===== config.mk =====
export PLATFORM = sky130hd
export DESIGN_NAME = receiver_native
export DESIGN_NICKNAME = d
export VERILOG_FILES = /design/src/rtl/receiver_native.sv
export SDC_FILE = /design/constraint.sdc
export NUM_CORES = 1
export LEC_CHECK = 0
export BUFFER_PORTS_ARGS = -buffer_cell sky130_fd_sc_hd__buf_2
export CORE_MARGIN = 5
export CORE_UTILIZATION = 50
export DETAILED_ROUTE_END_ITERATION = 16
export PLACE_DENSITY = 0.79
export SLEW_MARGIN = 20
export SYNTH_ARGS = -nofsm -noshare
export SYNTH_HDL_FRONTEND = slang
export SYNTH_SLANG_ARGS = --single-unit

===== constraint.sdc =====
create_clock -name clk -period 5.5 [get_ports clk]
set_input_delay 1.1 -clock clk [delete_from_list [all_inputs] [get_ports clk]]
set_output_delay 1.1 -clock clk [all_outputs]
set_load 0.02 [all_outputs]

===== src/rtl/receiver_native.sv =====
// receiver_native
//   UART receive path. Deserialises an 8N1-style asynchronous line (idle
//   high, LSB first) and pushes each good word into a downstream FIFO
//   through a native write interface.
//
//   Ports:
//     clk          system clock, rising edge
//     rst          synchronous active-low reset
//     din          asynchronous serial input
//     full         downstream FIFO full (looked at only in DONE)
//     dout         last good word, updated together with we
//     we           one-cycle write strobe per good word
//     framing_err  one-cycle pulse when the stop bit reads 0
//     overrun_err  one-cycle pulse when a good word is dropped on full
//     parity_err   one-cycle pulse on even-parity mismatch
//
//   Build option: define SIMPLE_UART_PARITY_EN to expect an even-parity
//   bit between the last data bit and the stop bit. Without it there is
//   no parity stage and parity_err is tied low.
module receiver_native #(
    parameter logic [31:0] CLOCK_FREQUENCY = 32'd100_000_000,
    parameter logic [31:0] BAUD_RATE       = 32'd115200,
    parameter logic [31:0] WORD_WIDTH      = 32'd8
) (
    input  logic                  clk,
    input  logic                  rst,
    input  logic                  din,
    input  logic                  full,
    output logic [WORD_WIDTH-1:0] dout,
    output logic                  we,
    output logic                  framing_err,
    output logic                  overrun_err,
    output logic                  parity_err
);

    localparam int unsigned CYCLES = CLOCK_FREQUENCY / BAUD_RATE;
    localparam int unsigned HALF   = CYCLES / 2;
    localparam int unsigned CNT_W  = (CYCLES > 1) ? $clog2(CYCLES) : 1;
    localparam int unsigned IDX_W  = (WORD_WIDTH > 1) ? $clog2(WORD_WIDTH) : 1;

    localparam logic [CNT_W-1:0] CNT_LAST = CNT_W'(CYCLES - 1);
    localparam logic [CNT_W-1:0] CNT_MID  = CNT_W'(HALF - 1);
    localparam logic [IDX_W-1:0] IDX_LAST = IDX_W'(WORD_WIDTH - 1);

    typedef enum logic [2:0] {
        S_IDLE,
        S_START,
        S_DATA,
        S_PARITY,
        S_STOP,
        S_BREAK,
        S_DONE
    } state_t;

    state_t                  state_q, state_d;
    logic [1:0]              sync_q, sync_d;
    logic [CNT_W-1:0]        cnt_q, cnt_d;
    logic [IDX_W-1:0]        idx_q, idx_d;
    logic [WORD_WIDTH-1:0]   shift_q, shift_d;
    logic [WORD_WIDTH-1:0]   dout_q, dout_d;
    logic                    we_q, we_d;
    logic                    ferr_q, ferr_d;
    logic                    oerr_q, oerr_d;
`ifdef SIMPLE_UART_PARITY_EN
    logic                    par_q, par_d;
    logic                    perr_q, perr_d;
`endif
    logic                    rx_s;
    logic                    bit_end;

    assign sync_d  = {sync_q[0], din};
    assign rx_s    = sync_q[1];
    assign bit_end = (cnt_q == CNT_LAST);

    // State register
    always_ff @(posedge clk) begin
        if (!rst) begin
            state_q <= S_IDLE;
            sync_q  <= '1;
            cnt_q   <= '0;
            idx_q   <= '0;
            shift_q <= '0;
            dout_q  <= '0;
            we_q    <= 1'b0;
            ferr_q  <= 1'b0;
            oerr_q  <= 1'b0;
`ifdef SIMPLE_UART_PARITY_EN
            par_q   <= 1'b0;
            perr_q  <= 1'b0;
`endif
        end else begin
            state_q <= state_d;
            sync_q  <= sync_d;
            cnt_q   <= cnt_d;
            idx_q   <= idx_d;
            shift_q <= shift_d;
            dout_q  <= dout_d;
            we_q    <= we_d;
            ferr_q  <= ferr_d;
            oerr_q  <= oerr_d;
`ifdef SIMPLE_UART_PARITY_EN
            par_q   <= par_d;
            perr_q  <= perr_d;
`endif
        end
    end

    // Next-state and datapath
    always_comb begin
        state_d = state_q;
        cnt_d   = cnt_q;
        idx_d   = idx_q;
        shift_d = shift_q;
`ifdef SIMPLE_UART_PARITY_EN
        par_d   = par_q;
`endif
        case (state_q)
            S_IDLE: begin
                cnt_d = '0;
                if (!rx_s) state_d = S_START;
            end
            S_START: begin
                // Re-check the line half a bit in; a high level means the
                // falling edge was a glitch and is silently dropped.
                if (cnt_q == CNT_MID) begin
                    cnt_d   = '0;
                    idx_d   = '0;
                    state_d = rx_s ? S_IDLE : S_DATA;
                end else begin
                    cnt_d = cnt_q + CNT_W'(1);
                end
            end
            S_DATA: begin
                if (bit_end) begin
                    cnt_d   = '0;
                    shift_d = {rx_s, shift_q[WORD_WIDTH-1:1]};
                    idx_d   = idx_q + IDX_W'(1);
                    if (idx_q == IDX_LAST) begin
`ifdef SIMPLE_UART_PARITY_EN
                        state_d = S_PARITY;
`else
                        state_d = S_STOP;
`endif
                    end
                end else begin
                    cnt_d = cnt_q + CNT_W'(1);
                end
            end
`ifdef SIMPLE_UART_PARITY_EN
            S_PARITY: begin
                if (bit_end) begin
                    cnt_d   = '0;
                    par_d   = rx_s;
                    state_d = S_STOP;
                end else begin
                    cnt_d = cnt_q + CNT_W'(1);
                end
            end
`endif
            S_STOP: begin
                if (bit_end) begin
                    cnt_d   = '0;
                    state_d = rx_s ? S_DONE : S_BREAK;
                end else begin
                    cnt_d = cnt_q + CNT_W'(1);
                end
            end
            // Hold here while the line stays low so a break condition
            // cannot be mistaken for a new start bit.
            S_BREAK: begin
                if (rx_s) state_d = S_IDLE;
            end
            S_DONE: begin
                state_d = S_IDLE;
            end
            default: begin
                state_d = S_IDLE;
            end
        endcase
    end

    // Outputs: status pulses are registered so dout and we change together
    always_comb begin
        we_d   = 1'b0;
        ferr_d = 1'b0;
        oerr_d = 1'b0;
        dout_d = dout_q;
`ifdef SIMPLE_UART_PARITY_EN
        perr_d = 1'b0;
`endif
        if (state_q == S_STOP && bit_end && !rx_s) begin
            ferr_d = 1'b1;
        end
        if (state_q == S_DONE) begin
`ifdef SIMPLE_UART_PARITY_EN
            if (^{shift_q, par_q}) begin
                perr_d = 1'b1;
            end else
`endif
            if (full) begin
                oerr_d = 1'b1;
            end else begin
                we_d   = 1'b1;
                dout_d = shift_q;
            end
        end
    end

    assign dout        = dout_q;
    assign we          = we_q;
    assign framing_err = ferr_q;
    assign overrun_err = oerr_q;
`ifdef SIMPLE_UART_PARITY_EN
    assign parity_err  = perr_q;
`else
    assign parity_err  = 1'b0;
`endif

endmodule

# After elaboration in Yosys (flattened, before gate mapping)
# Index checks and enable logic that the tools add are counted.
# word_totals
input_bits,4
output_inout_bits,12
word_cells,56
ramBits,0
romBits,0
latchBits,0
mem_count,0
ff_bits,37
# classes
n_shift,0
order_cmp,0
addsub,2
n_mul,0
div_mod_pow,0
eq_ne,14
n_bitwise,1
n_mux,18
n_reduce_logical,12
# ops
operator,count
10-bit case mux with 3 select lines,1
3-bit 2-to-1 mux,8
10-bit 2-to-1 mux,2
3-bit case mux with 5 select lines,1
"3-bit == test, second input constant",4
"2-bit != test, second input constant",6
"10-bit by 1-bit adder with 10-bit output, second input constant",1
"10-bit == test, second input constant",1
"10-bit by 9-bit == test with 1-bit output, second input constant",1
3-bit case mux with 2 select lines,1
2-bit AND reduction,3
6-bit AND reduction,1
2-bit 2-to-1 mux,2
"3-bit by 1-bit adder with 3-bit output, second input constant",1
"3-bit by 1-bit == test with 1-bit output, second input constant",1
"3-bit by 2-bit == test with 1-bit output, second input constant",1
3-bit logical NOT,1
1-bit 2-to-1 mux,3
3-bit AND reduction,1
3-bit nonzero test,1
1-bit logical AND,2
2-bit nonzero test,1
2-bit OR reduction,1
1-bit logical NOT,1
1-bit NOT,1

# Logic depth before layout (Yosys ltp)
# logic_depth
depth_word,4
mapped_depth,7
depth_no_buf,7

# Least setup slack after synthesis
# OpenSTA, ideal clock, no wires.
# synth_timing
path_kind,input port to flip-flop
from,input port rst
to,register cnt_q[5]
path_slack_ns,3.356
n_path_buf,0
t_arrival_ns,2.070
setup_time_ns,0.074
cell_stages,4
cell_sequence,clkinv_1 > o31ai_2 > o21ai_0 > a31oi_1
# synth_lines
item,line,text
start: declaration,26,"input logic rst,"
end signal: assignment,94,cnt_q <= cnt_d;
end: declaration,57,"logic [CNT_W-1:0] cnt_q, cnt_d;"

==> impl_metrics.tcl <==
set metrics [dict create \
    cts_resized 0 \
    clkPwrFrac_pct 33.8 \
    leakagePower_nw 0.719 \
    synth-edff-count 0 \
    ctsHoldBuffers 0 \
    cts_sinks 37 \
    syn_area_um2 1680 \
    layout_common_cells "37 x dfxtp_1, 33 x nand2_1, 23 x nor2_1" \
    port_buffers 14 \
    p_total_mw 0.530 \
    cp-end-kind "register" \
    regArea_um2 741 \
    cts_buffer_depth 2 \
    avgSynthCellArea_um2 8.55 \
    arrival_ns 3.09 \
    ant_nets 0 \
    startpoint_type "input port" \
    seq_area_frac_synth_pct 44.0 \
    synth-seq-cells 37 \
    crit_chain "buf_2 > clkinv_1 > o31ai_2 > o21ai_0 > a31oi_1" \
    crit_path_start "rst" \
    grt_first_pass_wirelength_mm 5.33 \
    fp.dieW_um 68.0 \
    r2r-start "cnt_q[8]" \
    worstSetupPathType "in2reg" \
    drt_iter0_drc 110 \
    reg2reg_slack_ns 3.34 \
    path_delay_family "compound AO/OA/AOI/OAI gates" \
    drive_gt1_share_pct 13.3 \
    hp-class "reg2reg" \
    finalNetCount 218 \
    ioPinCount 16 \
    max_stage_delay_ns 0.79 \
    power.internal_mw 0.394 \
    final_cell_area_um2 1850 \
    placed_cell_area_um2 1770 \
    clock_latency_ns 0.34 \
    dp_hpwl_mm 2.23 \
    die_area_um2 4630 \
    layout_min_cycle_time_ns 2.82 \
    die_h_um 68.0 \
    hold_viol 0 \
    worstReg2RegEnd "cnt_q[4]" \
    netlist_top_cells_area "dfxtp_1 44%, nand2_1 7.4%, mux2i_1 6.5%" \
    tns_ns 0 \
    first_global_vias 1171 \
    endpoint "cnt_q[6]" \
    max_clock_freq_ghz 0.354 \
    start_util_pct 50.9 \
    num_rows 21 \
    required_ns 5.77 \
    routedWlPerCell_um 12.5 \
    synth_top_cell_by_area "dfxtp_1" \
    pwr-share-seq_pct 53.9 \
    worst_slew_pin_slew_ns 0.700 \
    status "complete, no violations" \
    grt.total_usage_pct 15.4 \
    vdd_ir_drop_max_mv 0.118 \
    syn-num-nets 205 \
    async_reset_ff_share_pct 0 \
    p_sw_share_pct 25.7 \
    antennaDiodeCount 0 \
    clk_pin_slew_ns 0.11 \
    postCtsSetupRepairBufs 0 \
    grt_max_degree 27 \
    slew_headroom_pct 53.1 \
    critPathBufInv 2 \
    first_pass_iters 4 \
    ys.flop_type "dfxtp_1" \
    yosysWarnings 0 \
    cts_htree_levels 2 \
    vias 1396 \
    via_per_inst 5.45 \
    setup_viol 0 \
    cts_tree "yes" \
    combPwrFrac_pct 12.3 \
    yosys.cell_types.count 37 \
    dp_cells 249 \
    num-fill-cells 321 \
    post-route-drc-count 0 \
    drt-total-wl_mm 3.20 \
    final_cells 256 \
    drv_slew 0 \
    finalCritPeriodShare_pct 51.3 \
    drv_cap 0 \
    synth_cells 197 \
    finClkSkew_ns 0.00853 \
    reg2reg_depth 5 \
    grt_antenna_before_repair 0 \
    cp_max_fo 26 \
    p_sw_mw 0.136 \
    gp_congestion 0.794 \
    power.density_nw_per_um2 287 \
    crit_slowest_cell "o31ai_2" \
    core_um2 3310 \
    rsz0062_at_grt "no" \
    path_depth 5 \
    multiInputGateArea_um2 891 \
    yosys.area.top_type_share_pct 44.0 \
    mostFrequentLayoutCell "dfxtp_1" \
    overflow 0 \
    cts_buffers 5 \
    area_delta_synth_final_pct 9.66 \
    ctsRootBufferMaster "clkbuf_4" \
    final_util_pct 55.8 \
]
==> sequential cells by signal, indices dropped and copies added (netlist names) <==
name	count
cnt_q	10
we	1
sync_q	2
framing_err	1
shift_q	8
overrun_err	1
idx_q	3
state_q	3
dout	8
==> power groups by stage <==
stage | Clock, mW | Combinational [mW] | Sequential, mW
after floorplan | 0 | 0.0600 | 0.283
after global placement | 0 | 0.0631 | 0.291
after detailed placement | 0 | 0.0636 | 0.291
after CTS | 0.185 | 0.0646 | 0.285
after global routing | 0.196 | 0.0705 | 0.287
final | 0.179 | 0.0652 | 0.285
==> logic make-up (layout without fill, tap and decap cells) <==
logic type               count (synthesis)  after routing  synth area share (%)
buffers and inverters                   12             25                  3.12
other                                    1              1                 0.223
adder cells (fa/ha/maj)                  4              4                  2.97
AND/OR/NAND/NOR                         90             90                  27.1
flip-flops                              37             37                  44.0
AO/OA/AOI/OAI                           39             39                  14.5
multiplexers                            11             11                  6.54
XOR/XNOR                                 3              3                  1.56
==> area by class of cell <==
class / count / area share (%)
Multi-Input combinational cell: 148 / 48.2
Sequential cell: 37 / 40.1
Timing Repair Buffer: 14 / 3.79
Tap cell: 46 / 3.12
Clock buffer: 5 / 2.03
Clock inverter: 2 / 1.90
Inverter: 4 / 0.813
==> cell usage after synthesis (2+ instances only) <==
cell type and n:
buf_2 3, a31oi_1 5, a41oi_1 2, nand3_1 7, clkbuf_1 4, nand2_1 33, ha_1 4, xor2_1 3
dfxtp_1 37, nand2b_1 6, or3_1 2, inv_1 3, mux2i_1 11, o21ai_0 9, a21oi_1 17, nor2_1 23
nor2b_1 4, nor3b_1 4, or2_2 2
==> how the worst min path moves through the flow <==
stage	cells past startpoint	slack, ns	to	start
floorplan	1	0.39	sync_q[1]	sync_q[0]
global placement	1	0.39	sync_q[1]	sync_q[0]
detailed placement	1	0.41	sync_q[1]	sync_q[0]
CTS	1	0.44	sync_q[1]	sync_q[0]
global route	1	0.45	sync_q[1]	sync_q[0]
finish	1	0.43	sync_q[1]	sync_q[0]
==> stage by stage <==
step | hold WS, ns | worst slack, ns
after floorplan | 0.386 | 3.36
after global placement | 0.395 | 2.36
after detailed placement | 0.408 | 2.32
after CTS | 0.440 | 2.65
after global routing | 0.450 | 2.42
final | 0.428 | 2.68
==> routing by layer <==
| metal | vias to the layer above | global-route usage, % | wire [um] |
|---|---|---|---|
| met3 | 4 | 2.96 | 117 |
| met4 | 0 | 10.4 | 53 |
| met5 | - | 0 | 0 |
| met1 | 655 | 21.4 | 1580 |
| li1 | 712 | - | - |
| met2 | 25 | 21.4 | 1450 |
Note: power is estimated with default switching activity, not from simulation.
